### src/rtl/prg_tile_sched.sv
// Tiled primary-ray sample scheduler: walks the frame tile by tile, emitting SPP
// (x, y, s) slots per pixel, gated by downstream credits, with a drain/done phase.
module prg_tile_sched #(
  parameter int H_RES   = 640,
  parameter int V_RES   = 480,
  parameter int TILE_W  = 8,
  parameter int TILE_H  = 8,
  parameter int SPP     = 1,
  parameter int CREDITS = 16,
  parameter int XW      = $clog2(H_RES),
  parameter int YW      = $clog2(V_RES),
  parameter int SW      = (SPP > 1) ? $clog2(SPP) : 1
) (
  input  logic          clk,
  input  logic          rst,
  input  logic          start,
  input  logic          en,
  input  logic          credit_ret,
  output logic          out_valid,
  output logic [XW-1:0] out_x,
  output logic [YW-1:0] out_y,
  output logic [SW-1:0] out_s,
  output logic          out_first,
  output logic          out_last,
  output logic          busy,
  output logic          done,
  output logic          credit_err
);

  localparam int CW  = $clog2(CREDITS + 1);
  localparam int NTX = H_RES / TILE_W;
  localparam int NTY = V_RES / TILE_H;

  typedef enum logic [1:0] {IDLE, RUN, DRAIN} state_t;

  state_t        state_reg;
  logic [XW-1:0] tx_reg, px_reg;
  logic [YW-1:0] ty_reg, py_reg;
  logic [SW-1:0] s_reg;
  logic [CW-1:0] credit_reg, credit_next;

  logic issue, ret_sat;
  logic s_max, px_max, py_max, tx_max, ty_max, all_zero, all_max;

  always_comb begin
    s_max    = (s_reg  == SW'(SPP - 1));
    px_max   = (px_reg == XW'(TILE_W - 1));
    py_max   = (py_reg == YW'(TILE_H - 1));
    tx_max   = (tx_reg == XW'(NTX - 1));
    ty_max   = (ty_reg == YW'(NTY - 1));
    all_max  = s_max && px_max && py_max && tx_max && ty_max;
    all_zero = (s_reg == '0) && (px_reg == '0) && (py_reg == '0) &&
               (tx_reg == '0) && (ty_reg == '0);
  end

  // Credit bookkeeping runs in every state so late returns during DRAIN count.
  always_comb begin
    issue       = (state_reg == RUN) && en && (credit_reg != '0);
    ret_sat     = credit_ret && !issue && (credit_reg == CW'(CREDITS));
    credit_next = credit_reg;
    if (issue && !credit_ret)
      credit_next = credit_reg - 1'b1;
    else if (credit_ret && !issue && !ret_sat)
      credit_next = credit_reg + 1'b1;
  end

  always_ff @(posedge clk) begin
    if (rst) begin
      state_reg  <= IDLE;
      tx_reg     <= '0;
      ty_reg     <= '0;
      px_reg     <= '0;
      py_reg     <= '0;
      s_reg      <= '0;
      credit_reg <= CW'(CREDITS);
      out_valid  <= 1'b0;
      out_x      <= '0;
      out_y      <= '0;
      out_s      <= '0;
      out_first  <= 1'b0;
      out_last   <= 1'b0;
      busy       <= 1'b0;
      done       <= 1'b0;
      credit_err <= 1'b0;
    end else begin
      credit_reg <= credit_next;
      if (ret_sat)
        credit_err <= 1'b1;
      out_valid <= 1'b0;
      out_first <= 1'b0;
      out_last  <= 1'b0;
      done      <= 1'b0;
      case (state_reg)
        IDLE: begin
          // A start coinciding with the done pulse belongs to the old frame.
          if (start && !done) begin
            state_reg <= RUN;
            busy      <= 1'b1;
            tx_reg    <= '0;
            ty_reg    <= '0;
            px_reg    <= '0;
            py_reg    <= '0;
            s_reg     <= '0;
          end
        end
        RUN: begin
          if (issue) begin
            out_valid <= 1'b1;
            out_x     <= XW'(int'(tx_reg) * TILE_W + int'(px_reg));
            out_y     <= YW'(V_RES - 1 - (int'(ty_reg) * TILE_H + int'(py_reg)));
            out_s     <= s_reg;
            out_first <= all_zero;
            out_last  <= all_max;
            if (all_max)
              state_reg <= DRAIN;
            if (!s_max) s_reg <= s_reg + 1'b1;
            else begin
              s_reg <= '0;
              if (!px_max) px_reg <= px_reg + 1'b1;
              else begin
                px_reg <= '0;
                if (!py_max) py_reg <= py_reg + 1'b1;
                else begin
                  py_reg <= '0;
                  if (!tx_max) tx_reg <= tx_reg + 1'b1;
                  else begin
                    tx_reg <= '0;
                    if (!ty_max) ty_reg <= ty_reg + 1'b1;
                    else         ty_reg <= '0;
                  end
                end
              end
            end
          end
        end
        DRAIN: begin
          if (credit_next == CW'(CREDITS)) begin
            state_reg <= IDLE;
            busy      <= 1'b0;
            done      <= 1'b1;
          end
        end
        default: state_reg <= IDLE;
      endcase
    end
  end

endmodule

### config.mk
export PLATFORM = sky130hd
export DESIGN_NAME = prg_tile_sched
export DESIGN_NICKNAME = d
export VERILOG_FILES = /design/src/rtl/prg_tile_sched.sv
export SDC_FILE = /design/constraint.sdc
export NUM_CORES = 1
export LEC_CHECK = 0
export BUFFER_PORTS_ARGS = -buffer_cell sky130_fd_sc_hd__buf_2
export CORE_MARGIN = 2
export CORE_UTILIZATION = 40
export CTS_CLUSTER_DIAMETER = 80
export DETAILED_ROUTE_END_ITERATION = 12
export SLEW_MARGIN = 20
export SYNTH_ARGS = -nofsm -noshare
export SYNTH_HDL_FRONTEND = slang
export SYNTH_SLANG_ARGS = --single-unit
### constraint.sdc
create_clock -name clk -period 2.3 [get_ports clk]
set_input_delay 0.23 -clock clk [delete_from_list [all_inputs] [get_ports clk]]
set_output_delay 0.23 -clock clk [all_outputs]
set_load 0.05 [all_outputs]
==> out/qor.csv, run 1 <==
metric,value,unit
yosysSeqAreaShare,0.353,
via_per_inst,5.30,
grt_pass1_vias,3528,
grt_pass1_wl,17100,um
clock.fmax,416,MHz
cts_buffers,9,
numPortBuffers,29,
fin_tns_setup,-0.620,ns
vias,3671,
n_antenna_cell,0,
critPathMaxFanout,5,
core_area,0.00968,mm2
fp.dieArea,0.0107,mm2
n_fill_cell,948,
rsz0062_at_grt,yes,
syn_inst,479,
tightest_slew,0.513,ns
antenna_found_initial,0,
chipWidth,104,um
yosysWarningCount,0,
wl_per_cell,14.8,um
clk_path_buf_depth,2,
rows,36,
p_per_area,590,mW/mm2
hp-class,primary input to flop,
synth-edff-count,0,
stdcell_count,692,
grt_max_degree,43,
post-route-util,0.511,
final_nets,590,
async_reset_ff_frac,0,
critPathRequiredTime,2.56,ns
cts.clk_slew.worst_paths,0.08,ns
io_pins,31,
netlist.top_cell.by_area,dfxtp_1,
skew,0.0141,ns
end_kind,flop,
grt_usage,0.196,
drive_gt1_frac,0.242,
drv_cap,0,
synth_area,0.00397,mm2
synth_seq_cells,70,
startpoint_type,flop,
post-route-drc-count,0,
dr.pass1.iters,6,
place_inst,673,
postSynthAreaPerCell,8.29,um2
ant_nets,0,
dp_hpwl,7590,um
cts_tree,yes,
maxSlewHeadroom,0.658,
status,"finished, violations left",
worst_slack,-0.105,ns
dpl_cell_area,0.00458,mm2
finalSetupViolCount,8,
criticalPathCategory,flop to flop,
period_share,1.05,
power.static_leakage,0.00209,uW
mappedNetlistNets,515,
ctsRootBufferMaster,clkbuf_8,
gr-total-overflow,0,
drt_iter0_drc,162,
post-route-min-period,2.41,ns
clk_latency,0.35,ns
finalWirelength,10300,um
start_util,0.410,
synth_area_leaders,"dfxtp_1, ha_1, nor2_1, a21oi_1, nand2_1",
irDropWorstVdd,0.000279,V
worstPathArrival,2.67,ns
synthFlopType,dfxtp_1,
pre_cts_ws,-0.121,ns
yosys.area.top_type_share,0.353,
final_cell_mix,"dfxtp_1, buf_4, nor2_1, nand2_1, a21oi_1",
yosysUniqueCellTypes,56,
hold_violations,0,
final_area,0.00495,mm2
place.gp.congestion,0.838,
h-tree-depth,3,
die_h,104,um
clock_sinks,70,
maxSlewViolCount,0,
syn_to_final_growth,24.8,%
mostFrequentLayoutCell,dfxtp_1,
violations,negative setup slack,
[path summary, 6_finish.rpt]
check                                             from  slack (ns)                       to  depth (start not counted)
worst max-delay path            tx_reg[4]$_SDFFE_PP0P_       -0.11   ty_reg[2]$_SDFFE_PP0P_                          6
worst min-delay path                        credit_ret        0.24  credit_err$_SDFFE_PP0P_                          3
worst max register to register  tx_reg[4]$_SDFFE_PP0P_       -0.11   ty_reg[2]$_SDFFE_PP0P_                          6
worst min register to register   out_x[5]$_SDFFE_PP0P_        0.46    out_x[5]$_SDFFE_PP0P_                          2
[through the flow]
| stage | hold WS (ns) | power, uW |
|---|---|---|
| after detailed placement | 0.447 | 1790 |
| after CTS | 0.219 | 2920 |
| after floorplan | 0.387 | 1630 |
| after global placement | 0.436 | 1790 |
| after global routing | 0.247 | 3050 |
| final | 0.237 | 2920 |
[cell families after synthesis]
| group | synth area share |
|---|---|
| xor gates and xnor gates | 0.0618 |
| and+or+nand+nor | 0.274 |
| buffers and inverters | 0.0460 |
| other | 0.000945 |
| muxes | 0.0161 |
| AOI/OAI and AO/OA | 0.149 |
| DFF | 0.353 |
| adders and majority gates | 0.0996 |
[power breakdown]
group / internal [uW] / leakage (uW) / switching, uW / total (uW)
Combinational: 212 / 0.00142 / 319 / 531
Sequential: 1250 / 0.000570 / 23.6 / 1270
Clock: 614 / 0.000106 / 502 / 1120
[per-layer routing]
metal  routed length, um  GRT usage  up-vias
li1                    -          -     1846
met1                4700      0.257     1721
met2                4900      0.327       96
met3                 565     0.0459        8
met4                  89     0.0444        0
met5                   0          0        -
[layout make-up]
| cell class | count | area (um2) | area share |
|---|---|---|---|
| clock buffer | 9 | 124 | 0.0250 |
| clock inverter | 7 | 97.6 | 0.0197 |
| inverter | 30 | 113 | 0.0227 |
| multi-input combinational | 362 | 2510 | 0.507 |
| sequential | 70 | 1410 | 0.284 |
| tap | 133 | 166 | 0.0336 |
| timing repair buffer | 81 | 536 | 0.108 |
[Yosys cell counts (all sizes together) (11+ instances only)]
cell type / count
o21ai: 17
nand2: 41
xor2: 17
nor2: 51
a21oi: 33
dfxtp: 70
xnor2: 11
inv: 30
nand3: 24
clkbuf: 14
ha: 30
nand4: 15
and3: 14
[worst max-delay path, stage by stage, from the launching register on]
cell and delay [ns]:
dfxtp_2 0.32, or4_4 0.52, and4bb_1 0.34, a21bo_1 0.24
or4b_4 0.50, nand2b_4 0.20, o32ai_2 0.20
[what timing repair did]
item | CTS | global route
hold buffers | 0 | 0
pin swaps | 1 | 10
hold endpoints to repair | 0 | 0
buffers inserted | 1 | 2
endpoints found under the setup margin | 13 | 37
gates resized for setup | 6 | 21
(Power assumes the default switching activity.)
==> inputs of run 2 (changes only) <==
==> constraint.sdc (replaced) <==
create_clock -name clk -period 2.6 [get_ports clk]
set_input_delay 0.26 -clock clk [delete_from_list [all_inputs] [get_ports clk]]
set_output_delay 0.26 -clock clk [all_outputs]
set_load 0.05 [all_outputs]
==> run 2 against run 1 <==
The run now ends clean. Clock skew is 0.00081 ns lower. Largest cell class unchanged. Sequential share of layout area is 2.0 points higher. Maximum frequency is 3.9% lower. Routed wire length is 3.0% lower. Critical path depth stayed put. Via count is 3.2% lower. Sequential cell count stayed put. Design area is 6.9% lower. Cell count is 4.3% lower. Critical endpoint is now ty_reg[6]$_SDFFE_PP0P_. Global-route usage is 0.70 points lower.
==> out/qor.csv, run 2 (synthesized netlist as in run 1, its figures left out) <==
metric,value,unit,change
status,completed,,
cp.buffers_inverters,0,,unchanged
clock.fmax,399,MHz,-3.9%
n_fill_cell,997,,+5.2%
startpoint_type,flop,,
ctsRootBufferMaster,clkbuf_8,,
met1_usage,0.261,,+0.00427
io_pins,31,,unchanged
place.gp.congestion,0.841,,+0.41%
skew,0.0133,ns,-0.000810 ns
irDropWorstVdd,0.000238,V,-15%
h-tree-depth,3,,unchanged
worstPathArrival,2.76,ns,+0.09 ns
p_per_area,533,mW/mm2,-9.6%
final_cell_mix,"dfxtp_1, nor2_1, nand2_1, a21oi_1, ha_1",,
crit_family,simple AND/OR/NAND/NOR gates,,
fin_tns_setup,0,ns,+0.620 ns
ctsHoldBuffers,0,,unchanged
end_kind,flop,,
via_per_inst,5.37,,+1.1%
top_usage_layer,met2,,
maxSlewHeadroom,0.631,,-0.0265
rows,36,,unchanged
ant_nets,0,,unchanged
post-route-min-period,2.50,ns,+0.0981 ns
grt_use_met2,0.288,,-0.0393
grt_pass1_wl,16400,um,-3.9%
post-route-drc-count,0,,unchanged
finalWirelength,9950,um,-3.0%
start_util,0.410,,unchanged
power.static_leakage,0.00193,uW,-7.6%
dr.pass1.iters,4,,-2
critPathRequiredTime,2.86,ns,+0.30 ns
numPortBuffers,29,,unchanged
hold_violations,0,,unchanged
chipWidth,104,um,unchanged
antenna_found_initial,0,,unchanged
fp.dieArea,0.0107,mm2,unchanged
n_antenna_cell,0,,unchanged
drv_cap,0,,unchanged
hp-class,primary input to flop,,
drive_gt1_frac,0.166,,-0.0752
max_stage_delay,0.55,ns,+0.03 ns
period_share,0.963,,-0.0829
clk_latency,0.35,ns,about the same
die_h,104,um,unchanged
multi_input_area,0.00240,mm2,-4.2%
maxSlewViolCount,0,,unchanged
cts_tree,yes,,
wl_per_cell,15.0,um,+1.4%
grt_max_degree,36,,-16%
syn_to_final_growth,16.2,%,
cts.clk_slew.worst_paths,0.07,ns,about the same
critPathMaxFanout,5,,unchanged
gr-total-overflow,0,,unchanged
clock_sinks,70,,unchanged
vias,3552,,-3.2%
grt_pass1_vias,3327,,-5.7%
grt_usage,0.189,,-0.00702
cts_buffers,9,,unchanged
clk_path_buf_depth,2,,unchanged
rsz0062_at_grt,no,,
dp_hpwl,7170,um,-5.5%
critical_path.cell_chain,"or4_1, and4bb_2, a21bo_1, or4b_4, nand2b_4, o32ai_2",,
crit_slowest_cell,or4_1,,
drt_iter0_drc,174,,+7.4%
criticalPathCategory,flop to flop,,
mostFrequentLayoutCell,dfxtp_1,,
tightest_slew,0.546,ns,+0.0328 ns
core_area,0.00968,mm2,unchanged
grt.met3_usage,0.0321,,-0.0138
regArea,0.00140,mm2,-0.36%
final_nets,561,,-4.9%
finalSetupViolCount,0,,-8
power,2460,uW,-16%
[run 2: changes by cell type in the layout (fill, tap and decap cells not counted), moves of 2 or more]
cell      change
clkbuf_8      +3
buf_4        -29
nor4_1        +3
inv_1         +2
inv_2         -2
dfxtp_1       +4
dfxtp_2       -4
ha_4          -2
nor4_2        -2
ha_1          +2
[run 2: final timing paths]
kind	startpoint	to	slack, ns	cells past startpoint
max	tx_reg[4]$_SDFFE_PP0P_	ty_reg[6]$_SDFFE_PP0P_	0.1	6
min	rst	credit_reg[3]$_SDFF_PP0_	0.23	2
max reg2reg	tx_reg[4]$_SDFFE_PP0P_	ty_reg[6]$_SDFFE_PP0P_	0.1	6
min reg2reg	out_y[5]$_SDFFE_PP0P_	out_y[5]$_SDFFE_PP0P_	0.45	2
[run 2: repair_timing]
action / CTS / global route
resized for setup: 0 / 7
endpoints found under the setup margin: 0 / 4
buffers inserted: 0 / 2
[run 2: layout make-up]
| type | instances | area share |
|---|---|---|
| well taps | 133 | 0.0361 |
| inverters | 30 | 0.0244 |
| repair buffers | 52 | 0.0689 |
| clock inverters | 3 | 0.00922 |
| clock buffers | 12 | 0.0358 |
| multi-input cells | 362 | 0.521 |
| flip-flops and latches | 70 | 0.304 |
[run 2: worst register-to-register path, stage by stage (launching register included)]
cell	delay, ns
dfxtp_1	0.36
or4_1	0.55
and4bb_2	0.35
a21bo_1	0.22
or4b_4	0.51
nand2b_4	0.19
o32ai_2	0.23
[run 2: stage by stage]
step | hold WS [ns] | instance area [um2] | utilization | worst slack [ns] | instances
finish | 0.232 | 4610 | 0.476 | 0.0964 | 662
global route | 0.226 | 4610 | 0.476 | 0.0100 | 662
CTS | 0.211 | 4580 | 0.472 | 0.0387 | 660
detailed placement | 0.450 | 4370 | 0.451 | 0.0409 | 645
global placement | 0.441 | 4370 | 0.451 | 0.155 | 645
floorplan | 0.417 | 3970 | - | 0.259 | 479
[run 2: metal layers]
metal	up-vias	share of wire
li1	1785	-
met1	1687	0.50
met2	66	0.44
met3	14	0.034
met4	0	0.022
met5	-	0
[run 2: report_power, final]
part | switching, uW | internal (uW)
registers | 26.2 | 1110
logic | 257 | 140
clock network | 414 | 515
total | 698 | 1760
==> inputs of run 3 (changes only) <==
--- a/config.mk
+++ b/config.mk
@@ -7,9 +7,11 @@
 export LEC_CHECK = 0
 export BUFFER_PORTS_ARGS = -buffer_cell sky130_fd_sc_hd__buf_2
 export CORE_MARGIN = 2
-export CORE_UTILIZATION = 40
+export CORE_UTILIZATION = 55
 export CTS_CLUSTER_DIAMETER = 80
 export DETAILED_ROUTE_END_ITERATION = 12
+export HOLD_SLACK_MARGIN = 0.05
+export PLACE_DENSITY = 0.74
 export SLEW_MARGIN = 20
 export SYNTH_ARGS = -nofsm -noshare
 export SYNTH_HDL_FRONTEND = slang
==> run 3 against run 2 <==
Combinational power fell by 1%. Die area fell by 26%. Design area down 1.8%.
==> out/qor.csv, run 3 (synthesized netlist as in run 1, its figures left out) <==
metric,value,unit,change
fin_tns_setup,0,ns,unchanged
dr.pass1.iters,5,,+1
skew,0.00651,ns,-0.00677 ns
numPortBuffers,29,,unchanged
critPathMaxFanout,5,,unchanged
rows,30,,-17%
critPathRequiredTime,2.86,ns,about the same
met2RoutedLength,4420,um,-0.11%
clk_latency,0.34,ns,about the same
holdPathStages,3,,+1
place_inst,603,,-6.5%
wirelength_met1,4370,um,-12%
startpoint_type,flop,,
final_nets,554,,-1.2%
start_util,0.575,,+0.165
hold_start,rst,,
crit_slowest_cell,or4_1,,
via_per_inst,5.74,,+6.9%
period_share,0.952,,-0.0111
clk_path_buf_depth,2,,unchanged
grt_pass1_wl,16100,um,-1.9%
r2r_slack,0.13,ns,+0.03 ns
antenna_found_initial,0,,unchanged
clock_sinks,70,,unchanged
drt_iter0_drc,181,,+4.0%
grt_pass1_vias,3316,,-0.33%
worstPathArrival,2.73,ns,-0.03 ns
post-route-min-period,2.47,ns,-0.0287 ns
grt_usage,0.261,,+0.0720
hp-class,primary input to flop,,
finalWirelength,9610,um,-3.4%
power,2540,uW,+3.5%
wl_per_cell,15.5,um,+3.4%
tightest_slew,0.640,ns,+0.0943 ns
cts_tree,yes,,
maxSlewHeadroom,0.567,,-0.0637
maxSlewViolCount,0,,unchanged
gr-total-overflow,0,,unchanged
ctsRootBufferMaster,clkbuf_8,,
irDropWorstVdd,0.000369,V,+55%
io_pins,31,,unchanged
finalSetupViolCount,0,,unchanged
end_kind,flop,,
cts.clk_slew.worst_paths,0.08,ns,about the same
wl_met3,594,um,+76%
drive_gt1_frac,0.147,,-0.0191
hold_violations,0,,unchanged
n_antenna_cell,0,,unchanged
whs,0.257,ns,+0.0244 ns
rsz0062_at_grt,no,,
post-route-drc-count,0,,unchanged
ant_nets,0,,unchanged
r2r_cells,6,,unchanged
reg2reg_from,tx_reg[4]$_SDFFE_PP0P_,,
die_h,88.9,um,-14%
status,completed,,
cts_buffers,9,,unchanged
max_stage_delay,0.54,ns,about the same
mostFrequentLayoutCell,dfxtp_1,,
p_per_area,562,mW/mm2,+5.4%
core_area,0.00691,mm2,-29%
final_cell_mix,"dfxtp_1, nor2_1, nand2_1, a21oi_1, ha_1",,
startpoint,tx_reg[4]$_SDFFE_PP0P_,,
critical_path.cell_chain,"or4_1, and4bb_1, a21bo_1, or4b_4, nand2b_4, o32ai_2",,
highest_layer,met4,,
place.gp.congestion,0.891,,+5.9%
clock.fmax,404,MHz,+1.2%
power.static_leakage,0.00191,uW,-1.0%
syn_to_final_growth,14.1,%,
timing.hold.worst_endpoint,out_valid$_SDFF_PP0_,,
fp.dieArea,0.00791,mm2,-26%
r2r-end,ty_reg[6]$_SDFFE_PP0P_,,
criticalPathCategory,flop to flop,,
h-tree-depth,3,,unchanged
ctsHoldBuffers,0,,unchanged
chipWidth,88.9,um,-14%
stdcell_count,619,,-6.5%
dp_hpwl,6810,um,-5.0%
vias,3551,,-0.028%
drv_cap,0,,unchanged
post-route-util,0.656,,+0.180
grt_max_degree,43,,+19%
==> run 3: per-layer routing <==
| layer | up-vias | global-route usage |
|---|---|---|
| li1 | 1775 | - |
| met5 | - | 0 |
| met4 | 0 | 0.0923 |
| met1 | 1641 | 0.352 |
| met3 | 23 | 0.0517 |
| met2 | 112 | 0.417 |
==> run 3: critical path, delay by kind of cell, from the launching register on <==
family	cells	cell delay, ns
AND/OR/NAND/NOR	4	1.57
flip-flops	1	0.34
AO/OA/AOI/OAI	2	0.47
==> run 3: worst max-delay path by stage <==
stage,endpoint,slack (ns),depth (start not counted)
6_report,ty_reg[6]$_SDFFE_PP0P_,0.13,6
2_1_floorplan,busy$_SDFFE_PP0P_,0.26,9
4_1_cts,tx_reg[9]$_SDFFE_PP0P_,0.03,8
3_3_place_gp,tx_reg[9]$_SDFFE_PP0P_,0.16,8
5_1_grt,ty_reg[6]$_SDFFE_PP0P_,0.04,6
3_5_place_dp,tx_reg[9]$_SDFFE_PP0P_,0.06,8
==> run 3: report_power, final <==
group	total [uW]	internal, uW	switching (uW)
Combinational	394	138	256
Sequential	1130	1110	25.1
Clock	1020	618	402
Total	2540	1860	683
==> run 3: metrics by stage <==
step | worst slack, ns | instance area [um2]
5_1_grt | 0.0365 | 4530
2_1_floorplan | 0.259 | 3970
3_3_place_gp | 0.165 | 4280
3_5_place_dp | 0.0574 | 4280
4_1_cts | 0.0321 | 4520
6_report | 0.125 | 4530
==> run 3: area by class of cell <==
| class | count | area (um2) |
|---|---|---|
| fill | 611 | 2380 |
| tap | 96 | 120 |
| sequential | 70 | 1400 |
| clock buffer | 13 | 169 |
| multi-input combinational | 362 | 2400 |
| timing repair buffer | 45 | 265 |
| inverter | 30 | 113 |
| clock inverter | 3 | 65.1 |
==> run 3: repair_timing <==
| item | 4_1_cts | 5_1_grt |
|---|---|---|
| resized for setup | 0 | 3 |
| setup endpoints to repair | 0 | 5 |
| buffers inserted | 0 | 0 |
| hold endpoints to repair | 0 | 0 |
